[config.mk]
export PLATFORM = sky130hd
export DESIGN_NAME = table_fsm_core
export DESIGN_NICKNAME = d
export VERILOG_FILES = /design/src/rtl/table_fsm_core.sv
export SDC_FILE = /design/constraint.sdc
export NUM_CORES = 2
export LEC_CHECK = 0
export BUFFER_PORTS_ARGS = -buffer_cell sky130_fd_sc_hd__buf_2
export CAP_MARGIN = 20
export CORE_MARGIN = 1
export CORE_UTILIZATION = 30
export CTS_CLUSTER_DIAMETER = 40
export CTS_CLUSTER_SIZE = 12
export DETAILED_ROUTE_END_ITERATION = 10
export PLACE_DENSITY_LB_ADDON = 0.05
export SETUP_SLACK_MARGIN = 0.15
export SYNTH_ARGS = -nofsm -noshare
export SYNTH_HDL_FRONTEND = slang
export SYNTH_SLANG_ARGS = --single-unit
[constraint.sdc]
create_clock -name clk -period 5 [get_ports clk]
set_input_delay 0 -clock clk [delete_from_list [all_inputs] [get_ports clk]]
set_output_delay 0 -clock clk [all_outputs]
set_load 0.01 [all_outputs]
[src/rtl/table_fsm_core.sv]
// Rule-table driven state machine: next state comes from a run-time loadable
// first-match table of (state, masked input) -> next-state rules.
module table_fsm_core #(
    parameter int unsigned STATE_W     = 4,
    parameter int unsigned IN_W        = 4,
    parameter int unsigned N_RULES     = 64,
    parameter int unsigned CNT_W       = 16,
    parameter int unsigned RESET_STATE = 0,
    localparam int unsigned AW         = (N_RULES > 1) ? $clog2(N_RULES) : 1,
    localparam int unsigned ENTRY_W    = 1 + 2*STATE_W + 2*IN_W
) (
    input  logic               clk,
    input  logic               rst,
    input  logic               en,
    input  logic [IN_W-1:0]    impact,
    input  logic               ld,
    input  logic [STATE_W-1:0] ld_state,
    input  logic               cfg_we,
    input  logic [AW-1:0]      cfg_addr,
    input  logic [ENTRY_W-1:0] cfg_wdata,
    output logic [ENTRY_W-1:0] cfg_rdata,
    output logic [STATE_W-1:0] result,
    output logic               hit,
    output logic [CNT_W-1:0]   step_cnt
);

    // Field positions inside an entry (valid bit held separately)
    localparam int unsigned FLD_W     = ENTRY_W - 1;
    localparam int unsigned NXT_LSB   = 0;
    localparam int unsigned CARE_LSB  = STATE_W;
    localparam int unsigned MATCH_LSB = STATE_W + IN_W;
    localparam int unsigned CUR_LSB   = STATE_W + 2*IN_W;

    logic [FLD_W-1:0]   rule_mem [N_RULES];
    logic [N_RULES-1:0] valid_q, valid_d;
    logic [STATE_W-1:0] state_q, state_d;
    logic               hit_q, hit_d;
    logic [CNT_W-1:0]   cnt_q, cnt_d;
    logic [ENTRY_W-1:0] rdata_q, rdata_d;

    logic               addr_ok_c;
    logic               any_match_c;
    logic [STATE_W-1:0] match_next_c;

    assign addr_ok_c = (32'(cfg_addr) < N_RULES);

    // First-match search over the pre-write table
    always_comb begin
        any_match_c  = 1'b0;
        match_next_c = state_q;
        for (int unsigned i = 0; i < N_RULES; i++) begin
            if (!any_match_c && valid_q[i] &&
                (rule_mem[i][CUR_LSB +: STATE_W] == state_q) &&
                (((impact ^ rule_mem[i][MATCH_LSB +: IN_W]) &
                  rule_mem[i][CARE_LSB +: IN_W]) == '0)) begin
                any_match_c  = 1'b1;
                match_next_c = rule_mem[i][NXT_LSB +: STATE_W];
            end
        end
    end

    // State, hit, counter, valid bits and readback next values
    always_comb begin
        state_d = state_q;
        hit_d   = 1'b0;
        cnt_d   = cnt_q;
        valid_d = valid_q;
        rdata_d = '0;

        if (ld) begin
            state_d = ld_state;
            cnt_d   = '0;
        end else if (en && any_match_c) begin
            state_d = match_next_c;
            hit_d   = 1'b1;
            if (cnt_q != {CNT_W{1'b1}}) begin
                cnt_d = cnt_q + CNT_W'(1);
            end
        end

        if (addr_ok_c) begin
            rdata_d = {valid_q[cfg_addr], rule_mem[cfg_addr]};
            if (cfg_we) begin
                valid_d[cfg_addr] = cfg_wdata[ENTRY_W-1];
            end
        end
    end

    always_ff @(posedge clk or posedge rst) begin
        if (rst) begin
            state_q <= STATE_W'(RESET_STATE);
            hit_q   <= 1'b0;
            cnt_q   <= '0;
            valid_q <= '0;
            rdata_q <= '0;
        end else begin
            state_q <= state_d;
            hit_q   <= hit_d;
            cnt_q   <= cnt_d;
            valid_q <= valid_d;
            rdata_q <= rdata_d;
        end
    end

    // Rule payload storage is not reset; the valid bit gates it
    always_ff @(posedge clk) begin
        if (cfg_we && addr_ok_c) begin
            rule_mem[cfg_addr] <= cfg_wdata[FLD_W-1:0];
        end
    end

    assign result    = state_q;
    assign hit       = hit_q;
    assign step_cnt  = cnt_q;
    assign cfg_rdata = rdata_q;

endmodule

Word level (Yosys, flattened, before mapping)
Memories as Yosys holds them, arrays and structs flattened. A register that Yosys moved wholly into a read port is not among the register bits.
Index checks and enable logic that the tools add are counted.
{"block": "word_totals", "memories": 1, "register_bits": 102, "latchBits": 0, "romBits": 0, "ram_bits": 1024}
{"block": "op_classes", "addsub": 1, "n_bitwise": 128, "shift": 0, "order_cmp": 2, "n_reduce_logical": 325, "n_eq_ne": 65, "n_div": 0, "mux": 142, "n_mul": 0}
{"memory": "rule_mem", "depth": 64, "width": 16, "rd": 65, "rd_clocked_by_memory_dff": 1, "write_ports": 1, "line_no": "34", "source": "logic [FLD_W-1:0] rule_mem [N_RULES];"}
{"cell": "two-way mux 4 bit", "n": 66}
{"cell": "bitwise AND 4 bit", "n": 64}
{"cell": "equality test 4 bit", "n": 64}
{"cell": "zero test 4 bit", "n": 64}
{"cell": "XOR 4 bit", "n": 64}
{"cell": "logical AND 1 bit", "n": 193}
{"cell": "two-way mux 1 bit", "n": 70}
{"cell": "nonzero test 65 bit", "n": 1}
{"cell": "bitwise mux 64 bit", "n": 1}
{"cell": "zero test 1 bit", "n": 63}
{"cell": "two-way mux 16 bit", "n": 3}
{"cell": "adder 16 x 1 -> 16 bit, second input constant", "n": 1}
{"cell": "!= test 16 bit, second input constant", "n": 1}
{"cell": "less-than comparator 6 x 7 -> 1 bit, second input constant", "n": 1}
{"cell": "binary-select mux 1 bit (select 6 bit)", "n": 1}
{"cell": "demux 1 bit (select 6 bit)", "n": 1}
{"cell": "greater-or-equal comparator 6 x 1 -> 1 bit, second input constant", "n": 1}
{"cell": "AND reduction 2 bit", "n": 2}
{"cell": "nonzero test 2 bit", "n": 2}

Logic depth before layout (Yosys ltp)
An unclocked memory read counts as a cell.
{"block": "depth", "word_depth": 324, "ltp_mapped": 20, "mapped_depth_nobuf": 14}

Worst setup path after synthesis
Ideal clock, no wire load.
{"block": "synth_path", "path_type": "reg2reg", "start": "reg state_q[0] (netlist: result[0])", "end": "reg state_q[2] (netlist: result[2])", "path_stages_with_launch": 17, "synth_period_minus_slack_ps": 4156, "slack_ps": 844, "setup_time_ps": 135, "arrival_ps": 4021, "n_path_buf": 3, "path_cell_list": "dfrtp_1 > buf_6 > buf_6 > xor2_1 > nor3_1 > and3_4 > or4b_4 > nor4_4 > nand4_2 > or4_4 > buf_6 > or4b_4 > o21ai_2 > nor3_1 > a221o_1 > o21bai_1 > a31oi_1"}
{"block": "synth_via", "elab_chain_cells": 322}
{"element": "start, declared", "line_no": "36", "source": "logic [STATE_W-1:0] state_q, state_d;"}
{"element": "start signal, assigned", "line_no": "91", "source": "state_q <= STATE_W'(RESET_STATE);"}
{"element": "start signal, assigned", "line_no": "97", "source": "state_q <= state_d;"}
{"element": "branches (longest 322 deep; another with equality test 4 bit)"}
Parallel ways; which one is timed is not known. The select of a mux whose other input is x is not followed.
A chain may end at the register's enable or synchronous reset.

Worst setup path in the final report
{"block": "layout_path", "start": "reg state_q[3] (netlist: result[3])", "end": "reg state_q[1] (netlist: result[1])"}
Same word-level chain as after synthesis.

==> run_results.csv <==
group,metric,value,unit
finish,area_growth,27.1,%
route,wirelength,236000,microns
yosys,synthAdderAreaFrac,0.000238,
timing,slew_viol_final,0,
finish,drive_above_1_share,0.234,
route,drtPass1Iterations,6,
place,place_congestion,0.921,
yosys,synth_seq_area_share,0.633,
finish,n_fill_cell,16500,
setup_path,rr_startpoint,"result[3]",
route,vias,39300,
clock_network,tritoncts,"done",
clock_network,clockRootBuffer,"clkbuf_16",
floorplanning,num_rows,153,
yosys,synthFlopType,"edfxtp_1",
floorplanning,start_util,0.302,
setup_path,startpoint_type,"flip-flop",
clock_network,clk_latency,0.85,ns
setup_path,critPathRequiredTime,5.71,ns
timing,layout_min_cycle_time,4.81,ns
route,drc,0,
setup_path,worstSetupPathDepth,19,
place,hpwl,166000,microns
yosys,synth_top_family_by_area,"compound AO/OA/AOI/OAI gates",
setup_path,cpMaxStageDelayCell,"or4_4",
yosys,synth.most_common_cell,"edfxtp_1",
setup_path,startpoint,"result[3]",
place,port_buffers,73,
grt,grt_usage,0.264,
setup_path,r2r_end,"result[1]",
clock_network,cts_max_level,4,
setup_path,criticalPathCategory,"reg2reg",
finish,seq_area,33300,sq um
timing,tightest_slew,1.10,ns
route,initialDrtViolationCount,4430,
yosys,synth.avg_cell_area,13.2,sq um
grt,grt-ovfl-total,0,
yosys,synthMuxAreaShare,0.0163,
floorplanning,die_w,421,microns
place,pre_cts_slack,-0.479,ns
floorplanning,io_pins,74,
timing,setup_viol,0,
setup_path,path_delay_family,"simple AND/OR/NAND/NOR gates",
yosys,synth_common_cells,"edfxtp_1, xor2_1, a22oi_1",
grt,grt_max_degree,65,
grt,grt_pass1_wl,326000,microns
timing,maxSlewHeadroom,0.268,
pwr,power,32.2,mW
yosys,post-synth-top-area-cell,"edfxtp_1",
route,wire_per_inst,33.8,microns
yosys,synth_compound_area_frac,0.153,
worst_hold_path,hold_depth,3,
clock_network,cts_inserted_buffers,214,
setup_path,critPathArrivalTime,5.52,ns
yosys,syn_area,52600,sq um
timing,grt_setup_unrepaired,"yes",
timing,setup_ws,0.193,ns
yosys,yosys.area_share.simple,0.0800,
yosys,syn-num-nets,4011,
worst_hold_path,hold_class,"in2reg",
route,ant_nets,0,
yosys,ys.warnings.count,0,
timing,final.setup_skew,0.0376,ns
setup_path,rrSetupSlack,0.19,ns
setup_path,critical_path.endpoint,"result[1]",
clock_network,cts_buffer_depth,3,
timing,timing.hold.ws,0.0738,ns
setup_path,rr_worst_depth,19,
setup_path,worstPathCellList,"buf_12, xor2_1, nor3_1, and3_4, or4b_4, nor4_4, buf_4, buf_4, nand4_4, or4_4, buf_6, buf_4, nor4_4, buf_4, a21oi_1, nand3_1, a31oi_4, o31a_1, o21ai_4",
timing,max_freq,208,MHz
timing,finalSetupTns,0,ns
pwr,leakage,23.3,nW
finish,nets,4506,
pwr,p_per_area,481,nW/um^2
grt,antenna_found_initial,13,
timing,finalCritPeriodShare,0.961,
yosys,yosysUniqueCellTypes,90,
clock_network,cts.sinks,1126,
yosys,synth_edf_count,1024,
job,maxCapViolations,0,
pwr,peakVddDrop,0.000299,V
yosys,synth_seq_cells,1126,
finish,multi_input_area,18300,sq um
route,vias_per_cell,5.62,
yosys,async_flop_share,0.0906,
setup_path,crit_top_cell,"buf_4",
setup_path,critPathBufInv,6,
yosys,syn_inst,3974,
floorplanning,die-area,177000,sq um
grt,first_global_vias,39200,
yosys,synth_top_area_share,0.584,
floorplanning,dieHeight,421,microns
timing,hold_viol,0,
floorplanning,design.core.area,174000,sq um
setup_path,critPathCaptureType,"flip-flop",
run_status,outcome,"finished clean",
yosys,synth_xor_xnor_area_share,0.0874,
setup_path,crit_fanout,8,
setup_path,max_stage_delay,0.59,ns
yosys,synthTopCellsByArea,"edfxtp_1, xor2_1, a22oi_1",
clock_network,cts.clk_slew.worst_paths,0.05,ns
==> area by class of cell <==
| type | count | share of cell area |
|---|---|---|
| clock inverters | 155 | 0.0282 |
| repair buffers | 517 | 0.0644 |
| diodes | 7 | 0.000262 |
| multi-input cells | 2509 | 0.274 |
| flip-flops and latches | 1126 | 0.498 |
| clock buffers | 252 | 0.0854 |
| well taps | 2325 | 0.0435 |
| inverters | 101 | 0.00574 |
==> flip-flops by register name, indices dropped and copies added (netlist names) <==
signal,count
rule_mem,1024
step_cnt,16
cfg_rdata,17
result,4
valid_q,64
hit,1
==> through the flow <==
| stage | cells | utilization | cell area, sq um |
|---|---|---|---|
| 2_1_floorplan | 3974 | - | 52600 |
| 3_3_place_gp | 6527 | 0.335 | 58400 |
| 3_5_place_dp | 6528 | 0.335 | 58400 |
| 4_1_cts | 6965 | 0.381 | 66400 |
| 5_1_grt | 6985 | 0.384 | 66900 |
| 6_report | 6992 | 0.384 | 66900 |
==> worst min-delay path by stage <==
stage / from / endpoint
floorplan: cfg_wdata[0] / rule_mem[0][0]
global placement: rst / step_cnt[11]
detailed placement: rst / step_cnt[12]
CTS: ld_state[1] / result[1]
global route: cfg_addr[5] / cfg_rdata[6]
finish: cfg_addr[5] / cfg_rdata[6]
==> timing repair <==
action | 4_1_cts | 5_1_grt
pin swaps | 6 | 28
endpoints found under the setup margin | 7 | 4
hold buffers | 26 | 1
endpoints found under the hold margin | 999 | 1
gates resized for setup | 23 | 70
setup buffers | 4 | 18
==> power breakdown <==
part           switching, mW  leakage, nW  total (mW)  internal [mW]
combinational           3.94         9.15        6.35           2.40
sequential             0.178         10.4        10.7           10.5
clock                   5.47         3.67        15.2           9.69
total                   9.59         23.3        32.2           22.6
==> cell families (layout without fill, tap and decap cells) <==
family	count (synthesis)	count (layout)
multiplexers	73	73
other	0	7
AO/OA/AOI/OAI	1079	1079
buffers and inverters	339	1025
AND/OR/NAND/NOR	831	831
flip-flops	1126	1126
XOR/XNOR	525	525
adder cells (fa/ha/maj)	1	1
==> layer usage <==
metal | up-vias | share of wire | global-route usage
met4 | 6 | 0.033 | 0.0843
met5 | - | 0.00017 | 0
met3 | 307 | 0.062 | 0.0421
met2 | 1699 | 0.46 | 0.417
met1 | 20500 | 0.45 | 0.370
li1 | 16800 | - | -
==> layout by cell type (no fill, tap or decap), types with 97 or more instances in the layout <==
cell type	count
xor2_1	497
nor2_1	114
edfxtp_1	1024
nand3_1	113
clkbuf_16	218
nand2_1	195
dfrtp_1	98
inv_1	100
buf_4	386
nor3_1	97
a22oi_1	410
o21ai_0	110
==> worst min-delay path: stages <==
cell      delay [ns]
buf_2           0.19
nand2b_1        0.31
o21ai_0         0.27
No activity file was read; power rests on OpenSTA's default activity.
